<file path="config.mk">
export PLATFORM = sky130hd
export DESIGN_NAME = fpcvt_pipe
export DESIGN_NICKNAME = d
export VERILOG_FILES = /design/src/rtl/fpcvt_pipe.sv
export SDC_FILE = /design/constraint.sdc
export NUM_CORES = 1
export LEC_CHECK = 0
export ABC_AREA = 1
export CAP_MARGIN = 10
export CORE_MARGIN = 2
export CORE_UTILIZATION = 58
export CTS_CLUSTER_DIAMETER = 200
export DETAILED_ROUTE_END_ITERATION = 10
export PLACE_DENSITY_LB_ADDON = 0.25
export SLEW_MARGIN = 20
export SYNTH_ARGS = -nofsm -noshare
export SYNTH_HDL_FRONTEND = slang
export SYNTH_SLANG_ARGS = --single-unit
export TNS_END_PERCENT = 5
</file>
<file path="constraint.sdc">
create_clock -name clk -period 3.3 [get_ports clk]
set_input_delay 0.33 -clock clk [delete_from_list [all_inputs] [get_ports clk]]
set_output_delay 0.33 -clock clk [all_outputs]
set_load 0.005 [all_outputs]
</file>
<file path="src/rtl/fpcvt_pipe.sv">
// fpcvt_pipe: three-stage two's-complement to sign/exponent/significand
// converter. Encoded value = (-1)^S * F * 2^E.
//
// Handshake: a sample moves in when in_valid & in_ready, and a result moves
// out when out_valid & out_ready. Every stage advances together on
// en = !out_valid | out_ready, and in_ready is en. When en is low, every
// stage holds and the outputs stay frozen.
module fpcvt_pipe #(
   parameter int IN_W     = 12,
   parameter int EXP_W    = 3,
   parameter int MAN_W    = 4,
   parameter int SATCNT_W = 8
) (
   input  logic                clk,
   input  logic                rst,
   input  logic                in_valid,
   output logic                in_ready,
   input  logic [IN_W-1:0]     in_data,
   input  logic                in_round,
   output logic                out_valid,
   input  logic                out_ready,
   output logic                out_s,
   output logic [EXP_W-1:0]    out_e,
   output logic [MAN_W-1:0]    out_f,
   output logic                out_sat,
   output logic [SATCNT_W-1:0] sat_count,
   input  logic                sat_clr
);

   localparam int E_MAX = (2 ** EXP_W) - 1;
   // The internal exponent has to hold both the largest exponent after a
   // rounding carry (IN_W-MAN_W+1) and anything above E_MAX. It also has to
   // hold the bit index p.
   localparam int CW_A = $clog2(IN_W + 2) + 1;
   localparam int CW   = (CW_A > EXP_W + 1) ? CW_A : EXP_W + 1;

   logic en;

   // stage 1: sign, magnitude, rounding mode
   logic            v1_q, v1_d, s1_q, s1_d, rnd1_q, rnd1_d;
   logic [IN_W-1:0] mag1_q, mag1_d;
   // stage 2: normalised exponent, significand, round bit
   logic             v2_q, v2_d, s2_q, s2_d, r2_q, r2_d, rnd2_q, rnd2_d;
   logic [CW-1:0]    e2_q, e2_d;
   logic [MAN_W-1:0] f2_q, f2_d;
   // stage 3: output registers
   logic                out_valid_q, out_valid_d, out_s_q, out_s_d;
   logic                out_sat_q, out_sat_d;
   logic [EXP_W-1:0]    out_e_q, out_e_d;
   logic [MAN_W-1:0]    out_f_q, out_f_d;
   logic [SATCNT_W-1:0] sat_count_q, sat_count_d;

   assign en        = ~out_valid_q | out_ready;
   assign in_ready  = en;
   assign out_valid = out_valid_q;
   assign out_s     = out_s_q;
   assign out_e     = out_e_q;
   assign out_f     = out_f_q;
   assign out_sat   = out_sat_q;
   assign sat_count = sat_count_q;

   // Stage 1: take the sign and form the unsigned magnitude. The most
   // negative input maps to 2^(IN_W-1), which still fits in IN_W bits.
   always_comb begin
      v1_d   = v1_q;
      s1_d   = s1_q;
      mag1_d = mag1_q;
      rnd1_d = rnd1_q;
      if (en) begin
         v1_d   = in_valid;
         s1_d   = in_data[IN_W-1];
         mag1_d = in_data[IN_W-1] ? (~in_data + IN_W'(1)) : in_data;
         rnd1_d = in_round;
      end
   end

   // Stage 2: find the leading one and extract the significand and round bit
   logic [CW-1:0]    p;
   logic             found;
   logic [IN_W-1:0]  sh;
   logic             s_c, r_c;
   logic [CW-1:0]    e_c;
   logic [MAN_W-1:0] f_c;
   always_comb begin
      p     = '0;
      found = 1'b0;
      for (int i = 0; i < IN_W; i++) begin
         if (mag1_q[i]) begin
            p     = CW'(i);
            found = 1'b1;
         end
      end
      // When p >= MAN_W, sh[0] is the first discarded bit and sh[MAN_W:1]
      // is the kept significand. When p < MAN_W this value is not used.
      sh  = mag1_q >> (p - CW'(MAN_W));
      s_c = s1_q;
      e_c = '0;
      f_c = '0;
      r_c = 1'b0;
      if (!found) begin
         s_c = 1'b0;
      end else if (p < CW'(MAN_W)) begin
         f_c = mag1_q[MAN_W-1:0];
      end else begin
         e_c = p - CW'(MAN_W - 1);
         f_c = sh[MAN_W:1];
         r_c = sh[0];
      end
      v2_d   = v2_q;
      s2_d   = s2_q;
      e2_d   = e2_q;
      f2_d   = f2_q;
      r2_d   = r2_q;
      rnd2_d = rnd2_q;
      if (en) begin
         v2_d   = v1_q;
         s2_d   = s_c;
         e2_d   = e_c;
         f2_d   = f_c;
         r2_d   = r_c;
         rnd2_d = rnd1_q;
      end
   end

   // Stage 3: round, renormalise on a carry out, then clamp to E_MAX
   logic [MAN_W:0]   fr;
   logic [CW-1:0]    er;
   logic [MAN_W-1:0] fo;
   logic [EXP_W-1:0] eo;
   logic             so;
   always_comb begin
      fr = {1'b0, f2_q} + {{MAN_W{1'b0}}, (rnd2_q & r2_q)};
      er = e2_q;
      fo = fr[MAN_W-1:0];
      so = 1'b0;
      if (fr[MAN_W]) begin
         fo = MAN_W'(1) << (MAN_W - 1);
         er = e2_q + CW'(1);
      end
      eo = er[EXP_W-1:0];
      if (er > CW'(E_MAX)) begin
         eo = '1;
         fo = '1;
         so = 1'b1;
      end
      out_valid_d = out_valid_q;
      out_s_d     = out_s_q;
      out_e_d     = out_e_q;
      out_f_d     = out_f_q;
      out_sat_d   = out_sat_q;
      if (en) begin
         out_valid_d = v2_q;
         out_s_d     = s2_q;
         out_e_d     = eo;
         out_f_d     = fo;
         out_sat_d   = so;
      end
   end

   // Saturation event counter: clear wins; holds at all-ones
   always_comb begin
      sat_count_d = sat_count_q;
      if (sat_clr) begin
         sat_count_d = '0;
      end else if (out_valid_q & out_ready & out_sat_q & ~(&sat_count_q)) begin
         sat_count_d = sat_count_q + SATCNT_W'(1);
      end
   end

   // State registers with synchronous reset; reset drops any in-flight samples
   always_ff @(posedge clk) begin
      if (rst) begin
         v1_q        <= 1'b0;
         s1_q        <= 1'b0;
         mag1_q      <= '0;
         rnd1_q      <= 1'b0;
         v2_q        <= 1'b0;
         s2_q        <= 1'b0;
         e2_q        <= '0;
         f2_q        <= '0;
         r2_q        <= 1'b0;
         rnd2_q      <= 1'b0;
         out_valid_q <= 1'b0;
         out_s_q     <= 1'b0;
         out_e_q     <= '0;
         out_f_q     <= '0;
         out_sat_q   <= 1'b0;
         sat_count_q <= '0;
      end else begin
         v1_q        <= v1_d;
         s1_q        <= s1_d;
         mag1_q      <= mag1_d;
         rnd1_q      <= rnd1_d;
         v2_q        <= v2_d;
         s2_q        <= s2_d;
         e2_q        <= e2_d;
         f2_q        <= f2_d;
         r2_q        <= r2_d;
         rnd2_q      <= rnd2_d;
         out_valid_q <= out_valid_d;
         out_s_q     <= out_s_d;
         out_e_q     <= out_e_d;
         out_f_q     <= out_f_d;
         out_sat_q   <= out_sat_d;
         sat_count_q <= sat_count_d;
      end
   end

endmodule

</file>
======== Word level (Yosys, flattened, before mapping) ========
Index checks and enable logic that the tools add are counted.
word-level totals
  register bits after elaboration ......... 46
  latch bits .............................. 0
  bits in writable memories ............... 0
  bits in read-only memories .............. 0
  bits of input ports ..................... 18
  output and inout port bits .............. 19
  word-level logic and storage cells ...... 71
  memories ................................ 0
cells by class
  $add $sub $neg .......................... 6
  multiply operators ...................... 0
  divide/modulo/power cells ............... 0
  magnitude comparators ................... 2
  equality and inequality tests ........... 0
  shifts and indexed selects .............. 1
  mux-type cells .......................... 36
  bitwise logic cells ..................... 8
  reduce and logical (&&, ||, !) cells .... 2
operators with widths
  kind                   number
  $mux 5                 13
  $mux 1                 17
  $mux 4                 4
  $add 12x1->12 const B  1
  $mux 12                1
  $not 12->12            1
  $shr 12x5->5           1
  $add 8x1->8 const B    1
  $reduce_and 8->1       1
  $add 4x1->5            1
  $add 5x1->5 const B    1
  $gt 5x3->1 const B     1
  $lt 5x3->1 const B     1
  $sub 5x2->5 const B    1
  $sub 5x3->5 const B    1
  $and 1x1->1            4
  $mux 3                 1
  $not 1->1              2
  $reduce_or 2->1        1
  $or 1x1->1             1

======== Depth between registers and ports, before layout ========
  word-level depth ........................ 15
  depth in mapped cells ................... 18
  depth with buffers taken out ............ 17

======== Least setup slack after synthesis ========
No wires, ideal clock.
  path kind ............................... register to register
  start point ............................. register r2_q
  end point ............................... register out_e_q[0] (netlist: out_e[0])
  library setup time ...................... 136 ps
  arrival time ............................ 1729 ps
  data required time ...................... 3164 ps
  slack ................................... 1435 ps
  cell stages (with the launch flop) ...... 11
  buffers on the path ..................... 0
  clock period less this slack ............ 1865 ps
  cell sequence ........................... dfxtp_1 > nand2_1 > inv_1 > ha_1 > ha_1 > nand3_1 > nor2_1 > nand3_1 > xnor2_1 > nor3_2 > a21oi_1
on the way
  longest elaborated chain between the ends .. 5
RTL lines
  what                      RTL line  text
  start: declaration        43        logic v2_q, v2_d, s2_q, s2_d, r2_q, r2_d, rnd2_q, rnd2_d;
  start signal: assignment  198       r2_q <= r2_d;
  $and 1x1->1 *             132       fr = {1'b0, f2_q} + {{MAN_W{1'b0}}, (rnd2_q & r2_q)};
  $add 4x1->5 *             132
  $mux 5 *                  136       if (fr[MAN_W]) begin
  $gt 5x3->1                141       if (er > CW'(E_MAX)) begin
  $mux 3 *                  141
  end signal: assignment    202       out_e_q <= out_e_d;
  end: declaration          49        logic [EXP_W-1:0] out_e_q, out_e_d;
Mark *: on every way between the ends. The rest lies on a longest branch, timed or not.
A chain may end at the register's enable or synchronous reset.

======== Final worst setup path ========
  start point ............................. input port out_ready
  end point ............................... output port in_ready
on the way
  longest elaborated chain between the ends .. 1
RTL lines
  what                RTL line  text
  start: declaration  21        input logic out_ready,
  $or 1x1->1          53        assign en = ~out_valid_q | out_ready;
  end: declaration    17        output logic in_ready,
Every way passes these cells.

==> flow_summary.json <==
{
  "netlist_instances": 372,
  "ctsHoldBuffers": 0,
  "worstMarginPinSlew_ns": 0.669,
  "fin_area_um2": 3030,
  "relSlewSlack": 0.554,
  "port_buffers": 36,
  "grt_start_max_net_pins": 27,
  "path_cells": "clkdlybuf4s50_1, nor2_1, buf_4, inv_1, buf_4, clkdlybuf4s50_1",
  "synth_ff_type": "dfxtp_1",
  "pre_cts_ws_ns": 1.07,
  "crit_fanout": 22,
  "dpl_cell_area_um2": 2940,
  "drc": 0,
  "num-nets-final": 433,
  "cp.required_ns": 2.97,
  "slew_viol_final": 0,
  "start_util": 0.592,
  "fin_util": 0.705,
  "ys_ff_latch": 46,
  "clk_pin_slew_ns": 0.09,
  "post_cts_buffers": 0,
  "die-width_um": 70.2,
  "grt_pass1_wl_mm": 10.1,
  "setup_violations": 0,
  "cts_sinks": 46,
  "die-area_um2": 4930,
  "vias": 2507,
  "clockRootBuffer": "clkbuf_8",
  "drive_above_1_share": 0.0637,
  "maxCapViolCount": 0,
  "clock_path_buffers": 2,
  "wl_per_cell_um": 12.2,
  "max-vdd-ir-drop_mv": 0.414,
  "cts_tree": "built",
  "fin_crit_sh": 0.664,
  "overflow": 0,
  "finClkSkew_ns": 0.0118,
  "grt_antenna_before_repair": 0,
  "cts_max_level": 2,
  "max_freq_mhz": 456,
  "first_global_vias": 2314,
  "dpl.hpwl_mm": 4.17,
  "hold_path.class": "reg -> reg",
  "drt_wl_total_mm": 5.60,
  "mappedNetlistArea_um2": 2540,
  "first_pass_iters": 4,
  "initialDrtViolationCount": 223,
  "drtAntennaViolNets": 0,
  "ys_types": 40,
  "ys_seq_area_frac": 0.362,
  "arrival_ns": 1.86,
  "place_congestion": 0.912,
  "rsz0062_at_grt": "no",
  "diodes": 0,
  "syn2layout_area_growth_pct": 19.0,
  "grt_use_total": 0.247,
  "rows": 24,
  "setup_tns_ns": 0,
  "avgSynthCellArea_um2": 6.84,
  "cts-buffers-inserted": 5,
  "multi_input_area_um2": 1390,
  "vias_per_cell": 5.45,
  "syn_nets": 398,
  "fin_crit_ns": 2.19,
  "die_h_um": 70.2,
  "ys_warn_count": 0,
  "fillCellCount": 367,
  "status": "completed",
  "clk_latency_ns": 0.29,
  "p_per_area_nw_per_um2": 442,
  "synth-async-reset-ratio": 0,
  "slowest_stage": "clkdlybuf4s50_1",
  "end_kind": "output pin",
  "hold_viol": 0,
  "cts_resized": 0,
  "synth_edf_count": 0,
  "p_total_mw": 1.34,
  "io_pins": 37,
  "critPathMaxStageDelay_ns": 0.52,
  "start_kind": "input port",
  "crit_type": "in -> out",
  "fin_ws_ns": 1.11,
  "ff_latch_area_um2": 921,
  "core_area_um2": 4290,
  "p_leak_nw": 1.32
}
[state kept, by name, summed over array words and instances (netlist names)]
register,flops
out_valid,1
out_e,3
out_f,4
f2_q,4
s2_q,1
s1_q,1
rnd1_q,1
v2_q,1
e2_q,5
mag1_q,12
rnd2_q,1
sat_count,8
v1_q,1
out_sat,1
out_s,1
r2_q,1
[per-layer routing]
| metal | routed length, um | vias to the layer above | track usage |
|---|---|---|---|
| met5 | 0 | - | 0 |
| li1 | - | 1301 | - |
| met2 | 2550 | 65 | 0.397 |
| met3 | 307 | 5 | 0.0447 |
| met4 | 44 | 0 | 0.0641 |
| met1 | 2700 | 1136 | 0.341 |
[placed cells by master, fill, tap and decap left out, types with 5 or more instances in the layout]
cell              n
clkbuf_8          5
a21oi_1          30
nand2_1          74
nand3_1          34
ha_1              8
xor2_1            5
clkdlybuf4s50_1  36
dfxtp_1          46
o21ai_0          28
inv_1            43
nor3_1            6
o221ai_1          6
nor2_1           45
[final cells by class]
cell class | count | area share
repair buffers | 40 | 0.129
flip-flops and latches | 46 | 0.304
well taps | 52 | 0.0215
multi-input cells | 268 | 0.458
inverters | 46 | 0.0570
clock inverters | 3 | 0.00703
clock buffers | 5 | 0.0227
[cells by family after synthesis]
kind of cell    Yosys count  synth area share
simple gates            171             0.291
fa+ha+maj                 8            0.0394
flops                    46             0.362
mux                       1           0.00394
compound gates           79             0.180
buf+inv                  58            0.0925
xor+xnor                  9            0.0310
[worst max-delay path, delay by kind of cell]
kind                   cells  cell delay [ns]
and+or+nand+nor            1             0.05
buffers and inverters      5             1.47
[worst paths after layout]
| check | start | to | slack [ns] | depth (start not counted) |
|---|---|---|---|---|
| max | out_ready | in_ready | 1.11 | 6 |
| min | sat_count[4]$_SDFFE_PP0P_ | sat_count[4]$_SDFFE_PP0P_ | 0.47 | 2 |
| max reg2reg | rnd2_q$_SDFFE_PP0P_ | out_e[0]$_SDFFE_PP0P_ | 1.13 | 10 |
| min reg2reg | sat_count[4]$_SDFFE_PP0P_ | sat_count[4]$_SDFFE_PP0P_ | 0.47 | 2 |
[cell usage after synthesis (all sizes together), types with 2 or more instances]
master	n	area, um2
a21oi	33	176
buf	5	32.5
clkbuf	7	30.0
dfxtp	46	921
ha	8	100
inv	45	169
nand2	78	308
nand3	34	170
nor2	45	169
nor3	9	60.1
o21ai	30	154
o221ai	6	52.6
o22ai	2	12.5
xnor2	4	35.0
xor2	5	43.8
[per-stage QoR]
step | hold slack (ns) | instances
floorplan | 0.399 | 372
global placement | 0.446 | 452
detailed placement | 0.456 | 452
CTS | 0.469 | 460
global route | 0.495 | 460
finish | 0.466 | 460
[power breakdown]
group / switching [mW] / internal (mW) / total, mW
Combinational: 0.205 / 0.151 / 0.356
Clock: 0.187 / 0.149 / 0.335
Sequential: 0.0400 / 0.605 / 0.645
Power figures use the tool's default switching activity.
